### src/rtl/acc32_pipe_if.sv
// Operand/result bundle for acc32_pipe. The master drives the operand side and the
// slave (the accumulator) drives the result side.
interface acc32_pipe_if #(parameter int DW = 16);
  // Operand handshake: an operand is taken on any rising edge with CE=1 and IN_VALID=1.
  // There is no backpressure. OUT_VALID marks the single cycle in which Q/OVF reflect
  // a newly completed operand.
  logic            CE;
  logic            IN_VALID;
  logic            LOAD;
  logic            SUB;
  logic [DW-1:0]   D;
  logic [2*DW-1:0] Q;
  logic            OUT_VALID;
  logic            OVF;

  modport master (output CE, IN_VALID, LOAD, SUB, D, input Q, OUT_VALID, OVF);
  modport slave  (input CE, IN_VALID, LOAD, SUB, D, output Q, OUT_VALID, OVF);
endinterface

### src/rtl/acc32_pipe.sv
// Two-stage 2*DW-bit signed accumulator: stage 1 adds the low half, stage 2 the high half
// with the registered carry. Define ACC_OVF_STICKY_EN to make OVF sticky until a LOAD.
module acc32_pipe #(
  parameter int DW = 16
) (
  input logic        CLK,
  input logic        RST,
  acc32_pipe_if.slave bus
);

  logic [DW-1:0] r_lo;
  logic [DW-1:0] r_hi;
  logic [DW-1:0] r_lo_q;
  logic [DW-1:0] r_e;
  logic          r_c1;
  logic          r_ld1;
  logic          r_v1;
  logic          r_v2;
  logic          r_ovf;

  logic [DW-1:0] w_x;
  logic [DW:0]   w_s1;
  logic [DW-1:0] w_hi_base;
  logic [DW-1:0] w_hi_new;
  logic          w_ovf_now;
  logic          w_ovf_next;

  // Subtraction is ~D plus a carry-in of 1, so both stages see only additions.
  assign w_x       = bus.SUB ? ~bus.D : bus.D;
  assign w_s1      = {1'b0, (bus.LOAD ? {DW{1'b0}} : r_lo)} + {1'b0, w_x}
                   + {{DW{1'b0}}, bus.SUB};
  assign w_hi_base = r_ld1 ? {DW{1'b0}} : r_hi;
  assign w_hi_new  = w_hi_base + r_e + {{(DW-1){1'b0}}, r_c1};

  // Overflow: operand and old total share a sign, and the new total's sign differs.
  assign w_ovf_now = ~r_ld1 & (r_hi[DW-1] == r_e[DW-1]) & (w_hi_new[DW-1] != r_hi[DW-1]);

`ifdef ACC_OVF_STICKY_EN
  assign w_ovf_next = (r_ovf & ~r_ld1) | w_ovf_now;
`else
  assign w_ovf_next = w_ovf_now;
`endif

  always_ff @(posedge CLK or posedge RST) begin
    if (RST) begin
      r_lo   <= '0;
      r_hi   <= '0;
      r_lo_q <= '0;
      r_e    <= '0;
      r_c1   <= 1'b0;
      r_ld1  <= 1'b0;
      r_v1   <= 1'b0;
      r_v2   <= 1'b0;
      r_ovf  <= 1'b0;
    end else if (bus.CE) begin
      if (bus.IN_VALID) begin
        r_lo  <= w_s1[DW-1:0];
        r_c1  <= w_s1[DW];
        r_e   <= {DW{w_x[DW-1]}};
        r_ld1 <= bus.LOAD;
        r_v1  <= 1'b1;
      end else begin
        r_v1  <= 1'b0;
      end

      if (r_v1) begin
        r_hi   <= w_hi_new;
        r_lo_q <= r_lo;
        r_ovf  <= w_ovf_next;
        r_v2   <= 1'b1;
      end else begin
        r_v2   <= 1'b0;
      end
    end
  end

  assign bus.Q         = {r_hi, r_lo_q};
  assign bus.OUT_VALID = r_v2;
  assign bus.OVF       = r_ovf;

endmodule

### src/flat_wrapper.sv
// flat-port wrapper written by rule: the top's interface ports become plain ports
module acc32_pipe_flat 
#(
  parameter int DW = 16
)
  (CLK, RST, bus_CE, bus_IN_VALID, bus_LOAD, bus_SUB, bus_D, bus_Q, bus_OUT_VALID, bus_OVF);
  acc32_pipe_if #(.DW(DW)) bus_i ();
  input logic CLK;
  input logic RST;
  input wire logic [$bits(bus_i.CE)-1:0] bus_CE;
  input wire logic [$bits(bus_i.IN_VALID)-1:0] bus_IN_VALID;
  input wire logic [$bits(bus_i.LOAD)-1:0] bus_LOAD;
  input wire logic [$bits(bus_i.SUB)-1:0] bus_SUB;
  input wire logic [$bits(bus_i.D)-1:0] bus_D;
  output wire logic [$bits(bus_i.Q)-1:0] bus_Q;
  output wire logic [$bits(bus_i.OUT_VALID)-1:0] bus_OUT_VALID;
  output wire logic [$bits(bus_i.OVF)-1:0] bus_OVF;
  assign bus_i.CE = bus_CE;
  assign bus_i.IN_VALID = bus_IN_VALID;
  assign bus_i.LOAD = bus_LOAD;
  assign bus_i.SUB = bus_SUB;
  assign bus_i.D = bus_D;
  assign bus_Q = bus_i.Q;
  assign bus_OUT_VALID = bus_i.OUT_VALID;
  assign bus_OVF = bus_i.OVF;
  acc32_pipe #(.DW(DW)) u_core (.CLK(CLK), .RST(RST), .bus(bus_i));
endmodule
### config.mk
export PLATFORM = sky130hd
export DESIGN_NAME = acc32_pipe_flat
export DESIGN_NICKNAME = d
export VERILOG_FILES = /design/src/rtl/acc32_pipe_if.sv /design/src/rtl/acc32_pipe.sv /design/src/flat_wrapper.sv
export SDC_FILE = /design/constraint.sdc
export NUM_CORES = 1
export LEC_CHECK = 0
export BUFFER_PORTS_ARGS = -buffer_cell sky130_fd_sc_hd__buf_2
export CAP_MARGIN = 25
export CORE_MARGIN = 1.5
export CORE_UTILIZATION = 29
export CTS_CLUSTER_DIAMETER = 100
export DETAILED_ROUTE_END_ITERATION = 10
export SLEW_MARGIN = 5
export SYNTH_ARGS = -nofsm -noshare
export SYNTH_HDL_FRONTEND = slang
export SYNTH_SLANG_ARGS = --single-unit
### constraint.sdc
create_clock -name CLK -period 3.75 [get_ports CLK]
set_clock_uncertainty 0.1 [all_clocks]
set_input_delay 0.375 -clock CLK [delete_from_list [all_inputs] [get_ports CLK]]
set_output_delay 0.375 -clock CLK [all_outputs]
set_load 0.01 [all_outputs]
==> out/metrics.cfg, run 1 <==
[status]
run_status = finished clean

[logic_synthesis]
synth_top_cells_by_area = dfrtp_1, nand2_1, ha_1
synthCells = 454
yosysSeqAreaShare_pct = 34.7
ys_ff_latch = 54
netlist_area_um2 = 3900
yosys.area.top_type_share_pct = 34.7
synth_edf_count = 0
synth_cell_types = 58
syn_nets = 508
yosys_warnings = 0
synth_ff_type = dfrtp_1
synth_top_area_cell = dfrtp_1
synth_async_sr_flop_share_pct = 100
synth_area_per_cell_um2 = 8.58

[setup_path]
start_kind = flop
crit_family = simple AND/OR/NAND/NOR gates
cp_cell_sequence = nand2b_1 -> fa_1 -> fa_1 -> nor2b_1 -> o21ai_1 -> a21boi_1 -> o21ai_2 -> or4_1 -> nand3_1
reg2reg_depth = 9
crit_required_ns = 3.89
rrSetupSlack_ns = 0.91
cp.arrival_ns = 2.98
worstSetupEndpointType = flop
slowest_delay_ns = 0.49
cp_common_cell = fa_1
r2r-start = u_core.r_ld1
worst_path_max_delay_cell = or4_1
path_buf_inv = 0
crit_type = reg2reg
crit_path_max_fanout = 6
reg2reg_to = u_core.r_hi[12]

[clocking]
clk_pin_slew_ns = 0.07
clockRootBuffer = clkbuf_16
cts.path.max_buffers = 2
worstSkewPairLatency_ns = 0.30
ctsResizeCount = 0
htree_levels = 2
cts_buffers = 5
clock-sinks = 54
cts_setup_buffers = 0
cts_hold_buffers = 0
cts_tree = done

[power_and_ir_drop]
seqPwrFrac_pct = 34.3
swShare_pct = 40.8
p_sw_uw = 1160
comb_power_share_pct = 48.3
power_frac_clock_pct = 17.5
p_leak_uw = 0.00215
peakVddDrop_v = 0.000210
total_power_uw = 2830
power.density_nw_per_um2 = 624
intPower_uw = 1670

[global_routing]
grt_first_pass_wirelength_mm = 15.6
use_met1_pct = 18.5
gr-usage-met2_pct = 22.1
grt-ovfl-total = 0
grt.busiest_layer = met2
grt_max_degree = 58
met3_usage_pct = 2.44
antenna_found_initial = 0
grt_pass1_vias = 3183
grt_usage_pct = 13.4

[floorplanning]
die-area_um2 = 14100
initial_core_util_pct = 29.5
pin_count = 56
fp.dieH_um = 119
std_cell_rows = 42
design.core.area_um2 = 13200
fp.dieW_um = 119

[hold_path]
hold_path.class = in2async

[finish]
instances_no_fill = 680
n_antenna_cell = 0
nFillCells = 1390
final_cell_mix = nand2_1, buf_2, dfrtp_1, nor2b_1
nNetsFinal = 557
syn2layout_area_growth_pct = 16.3
multi_input_area_um2 = 2430
layout_commonest_cell = nand2_1
final_core_util_pct = 34.4
layout-drive-gt1-share_pct = 15.7
seqCellArea_um2 = 1350

[timing]
tightest_slew_ns = 0.869
slew_viol_final = 0
fin_tns_setup_ns = 0
fmax_mhz = 352
hold_violations = 0
hold_ws_ns = 0.0750
rsz0062_at_grt = false
finalCriticalPeriod_ns = 2.84
slew_headroom_pct = 41.9
setup_viol = 0
post-route-period-util_pct = 75.8

[place]
portBuffers = 55
gp_congestion = 0.899
post-dp-hpwl_mm = 6.72
placedCellCount = 671

[drt]
drcViolationCount = 0
first_pass_iters = 4
ant_nets = 0
drtIter0Drc = 116
via_per_inst = 4.90
routed_wl_mm = 9.06
vias = 3334
wl_per_cell_um = 13.3

[job]
drv_cap = 0

kinds of logic (layout without fill, tap and decap cells):
| logic type | after synthesis | after routing | share of synthesized area, % |
|---|---|---|---|
| adders and majority gates | 32 | 32 | 10.9 |
| buffers and inverters | 32 | 82 | 3.15 |
| DFF | 54 | 54 | 34.7 |
| muxes | 5 | 5 | 1.35 |
| and+or+nand+nor | 187 | 187 | 23.0 |
| xor gates and xnor gates | 31 | 31 | 6.97 |
| AOI/OAI and AO/OA | 113 | 113 | 20.0 |
through the flow:
step / area [um2] / worst slack [ns]
finish: 4530 / 0.907
global route: 4530 / 0.706
CTS: 4510 / 0.898
detailed placement: 4360 / 0.777
global placement: 4360 / 0.897
floorplan: 3900 / 0.760
state kept, by name (all words and copies together), names as in the netlist:
register and flops:
u_core.r_ld1 1, u_core.r_c1 1, u_core.bus.OVF 1, u_core.r_v1 1, u_core.r_lo 16, u_core.r_hi 16, u_core.bus.OUT_VALID 1, u_core.r_lo_q 16
u_core.r_e 1
worst max path at each step:
| stage | end | from | cells after the start | slack, ns |
|---|---|---|---|---|
| after floorplan | u_core.r_hi[12] | u_core.r_e[0] | 9 | 0.76 |
| after global placement | u_core.r_lo[13] | bus_SUB | 9 | 0.90 |
| after detailed placement | u_core.r_lo[13] | bus_SUB | 9 | 0.78 |
| after CTS | u_core.r_hi[12] | u_core.r_ld1 | 9 | 0.90 |
| after global routing | u_core.r_hi[10] | u_core.r_e[0] | 9 | 0.71 |
| final | u_core.r_hi[12] | u_core.r_ld1 | 9 | 0.91 |
final cells by class:
type,instances,area share [%]
clock buffers,6,3.06
clock inverters,2,0.387
inverters,14,1.16
multi-input cells,368,53.5
flip-flops and latches,54,29.8
well taps,176,4.86
repair buffers,60,7.18
synth_stat cells, drive strengths merged (4+ instances only):
| cell type | n |
|---|---|
| nor2b | 31 |
| xor2 | 24 |
| ha | 29 |
| nand2 | 97 |
| buf | 7 |
| nand2b | 6 |
| nor2 | 16 |
| o31ai | 6 |
| o21ai | 37 |
| clkbuf | 11 |
| nand3 | 9 |
| a21o | 7 |
| a21oi | 23 |
| nand3b | 4 |
| dfrtp | 54 |
| inv | 14 |
| o211ai | 4 |
| o21a | 10 |
| xnor2 | 7 |
| a211oi | 4 |
metal layers:
layer / vias up / wire length, um
li1: 1682 / -
met1: 1586 / 4550
met2: 58 / 4160
met3: 8 / 289
met4: 0 / 56
met5: - / 0
power by group through the flow:
stage               clock network, uW  logic, uW  registers, uW
detailed placement                  0       1370            982
CTS                               518       1380            975
floorplan                           0        923           1020
global route                      536       1550           1000
finish                            494       1370            969
global placement                    0       1340            977
No activity file was read; power rests on OpenSTA's default activity.
==> run 2: changes to the inputs <==
clock period = 2.5 ns   (was 3.75 ns; I/O delays follow)
==> run 2 against run 1 <==
Effect of this change:
- the flow now finishes with violations (setup timing)
- combinational power is 75% higher
- sequential power grew 50%
- cell count up 6.9%
- register-to-register slack got worse by 0.98 ns
- critical path type unchanged
- critical endpoint is now u_core.r_hi[10]
- largest cell class unchanged
- largest power group unchanged
==> out/metrics.cfg, run 2 (synthesis results as in run 1) <==
[status]
run_status = finished with violations
violations = setup timing

[job]
drv_cap = 0  ; unchanged

[finish]
nNetsFinal = 604  ; +8.4%
final_cell_mix = nand2_1, buf_2, dfrtp_1, buf_4
reg_top3 = u_core.r_hi: 16 flops, u_core.r_lo: 16 flops, u_core.r_lo_q: 16 flops
syn2layout_area_growth_pct = 28.4
n_antenna_cell = 0  ; unchanged
layout-drive-gt1-share_pct = 26.0  ; +10 points
layout_commonest_cell = nand2_1

[clocking]
worstSkewPairLatency_ns = 0.30  ; about the same
clk_pin_slew_ns = 0.08  ; about the same
cts_buffers = 5  ; unchanged
cts.path.max_buffers = 2  ; unchanged
clock-sinks = 54  ; unchanged
cts_tree = done
htree_levels = 2  ; unchanged
clockRootBuffer = clkbuf_16

[power_and_ir_drop]
power.density_nw_per_um2 = 937  ; +50%
peakVddDrop_v = 0.000395  ; +88%
total_power_uw = 4690  ; +66%
p_leak_uw = 0.00240  ; +12%

[global_routing]
antenna_found_initial = 0  ; unchanged
grt_pass1_vias = 3507  ; +10%
grt-ovfl-total = 0  ; unchanged
grt_first_pass_wirelength_mm = 16.7  ; +7.4%
grt_max_degree = 55  ; -5.2%
grt_usage_pct = 14.4  ; +1.0 points

[floorplanning]
std_cell_rows = 42  ; unchanged
pin_count = 56  ; unchanged
fp.dieW_um = 119  ; unchanged
initial_core_util_pct = 29.5  ; unchanged
design.core.area_um2 = 13200  ; unchanged
fp.dieH_um = 119  ; unchanged
die-area_um2 = 14100  ; unchanged

[timing]
hold_violations = 0  ; unchanged
finalCriticalPeriod_ns = 2.57  ; -0.274 ns
slew_headroom_pct = 51.9  ; +9.9 points
tightest_slew_ns = 0.719  ; -0.150 ns
rsz0062_at_grt = true
worst_slack_ns = -0.0684  ; -0.976 ns
fmax_mhz = 389  ; +11%
hold_ws_ns = 0.104  ; +0.0291 ns
fin_tns_setup_ns = -0.134  ; -0.134 ns
setup_viol = 4  ; +4
slew_viol_final = 0  ; unchanged
post-route-period-util_pct = 103  ; +27 points

[setup_path]
rrSetupSlack_ns = -0.07  ; -0.98 ns
cp.arrival_ns = 2.64  ; -0.34 ns
worstSetupEndpointType = flop
crit_required_ns = 2.57  ; -1.32 ns
crit_path_max_fanout = 8  ; +2
start_kind = flop
crit_type = reg2reg

[drt]
ant_nets = 0  ; unchanged
drcViolationCount = 0  ; unchanged
first_pass_iters = 4  ; unchanged
vias = 3517  ; +5.5%
wl_per_cell_um = 13.7  ; +2.6%
drtIter0Drc = 166  ; +43%
via_per_inst = 4.84  ; -1.3%
routed_wl_mm = 9.94  ; +9.7%

[place]
post-dp-hpwl_mm = 7.41  ; +10%
gp_congestion = 0.903  ; +0.40%
portBuffers = 55  ; unchanged

[hold_path]
hold_path.class = in2reg

-- run 2: layout make-up --
| cell class | instances | area, um2 |
|---|---|---|
| fill | 1368 | 8180 |
| multi-input combinational | 368 | 2510 |
| sequential | 54 | 1350 |
| timing repair buffer | 107 | 693 |
| tap | 176 | 220 |
| clock buffer | 5 | 125 |
| inverter | 14 | 52.6 |
| clock inverter | 3 | 47.5 |
-- run 2: per-layer routing --
metal,track usage [%],vias up,wire [um]
li1,-,1777,-
met1,19.0,1671,4650
met2,24.8,59,4890
met3,2.25,10,310
met4,3.31,0,89
met5,0,-,0
-- run 2: final timing paths --
path,end,cells past startpoint,startpoint
min,u_core.r_v1,2,bus_CE
min reg2reg,u_core.r_lo_q[15],2,u_core.r_lo_q[15]
max,u_core.r_hi[10],8,u_core.r_e[0]
max in group asynchronous,u_core.r_e[0],4,RST
min in group asynchronous,u_core.bus.OUT_VALID,4,RST
max reg2reg,u_core.r_hi[10],8,u_core.r_e[0]
-- run 2: worst max-delay path, cell delays in order (launching register included) --
cell	delay [ns]
dfrtp_2	0.42
buf_4	0.18
ha_2	0.20
or3_1	0.40
or3_1	0.36
o21ai_4	0.22
buf_4	0.15
nor4_1	0.03
or3b_1	0.38
-- run 2: what timing repair did --
item | in CTS | in global routing
resized for setup | 2 | 14
buffers inserted | 0 | 3
hold endpoints to repair | 54 | 0
pin swaps | 2 | 9
hold buffers | 1 | 0
setup endpoints to repair | 7 | 16
-- run 2: stage by stage --
step                instance area (um2)  instances  worst slack [ns]  utilization [%]
finish                             5010        727           -0.0684             38.0
global route                       5010        727            -0.181             38.0
CTS                                4920        724           -0.0503             37.3
detailed placement                 4730        715           -0.0499             35.9
global placement                   4730        715            0.0252             35.9
floorplan                          3950        454            -0.167                -
-- run 2: power breakdown --
group          switching, uW  internal [uW]  leakage (uW)
logic                   1270           1120       0.00164
clock network            359            481     0.0000848
registers                244           1210      0.000674
total                   1880           2810       0.00240
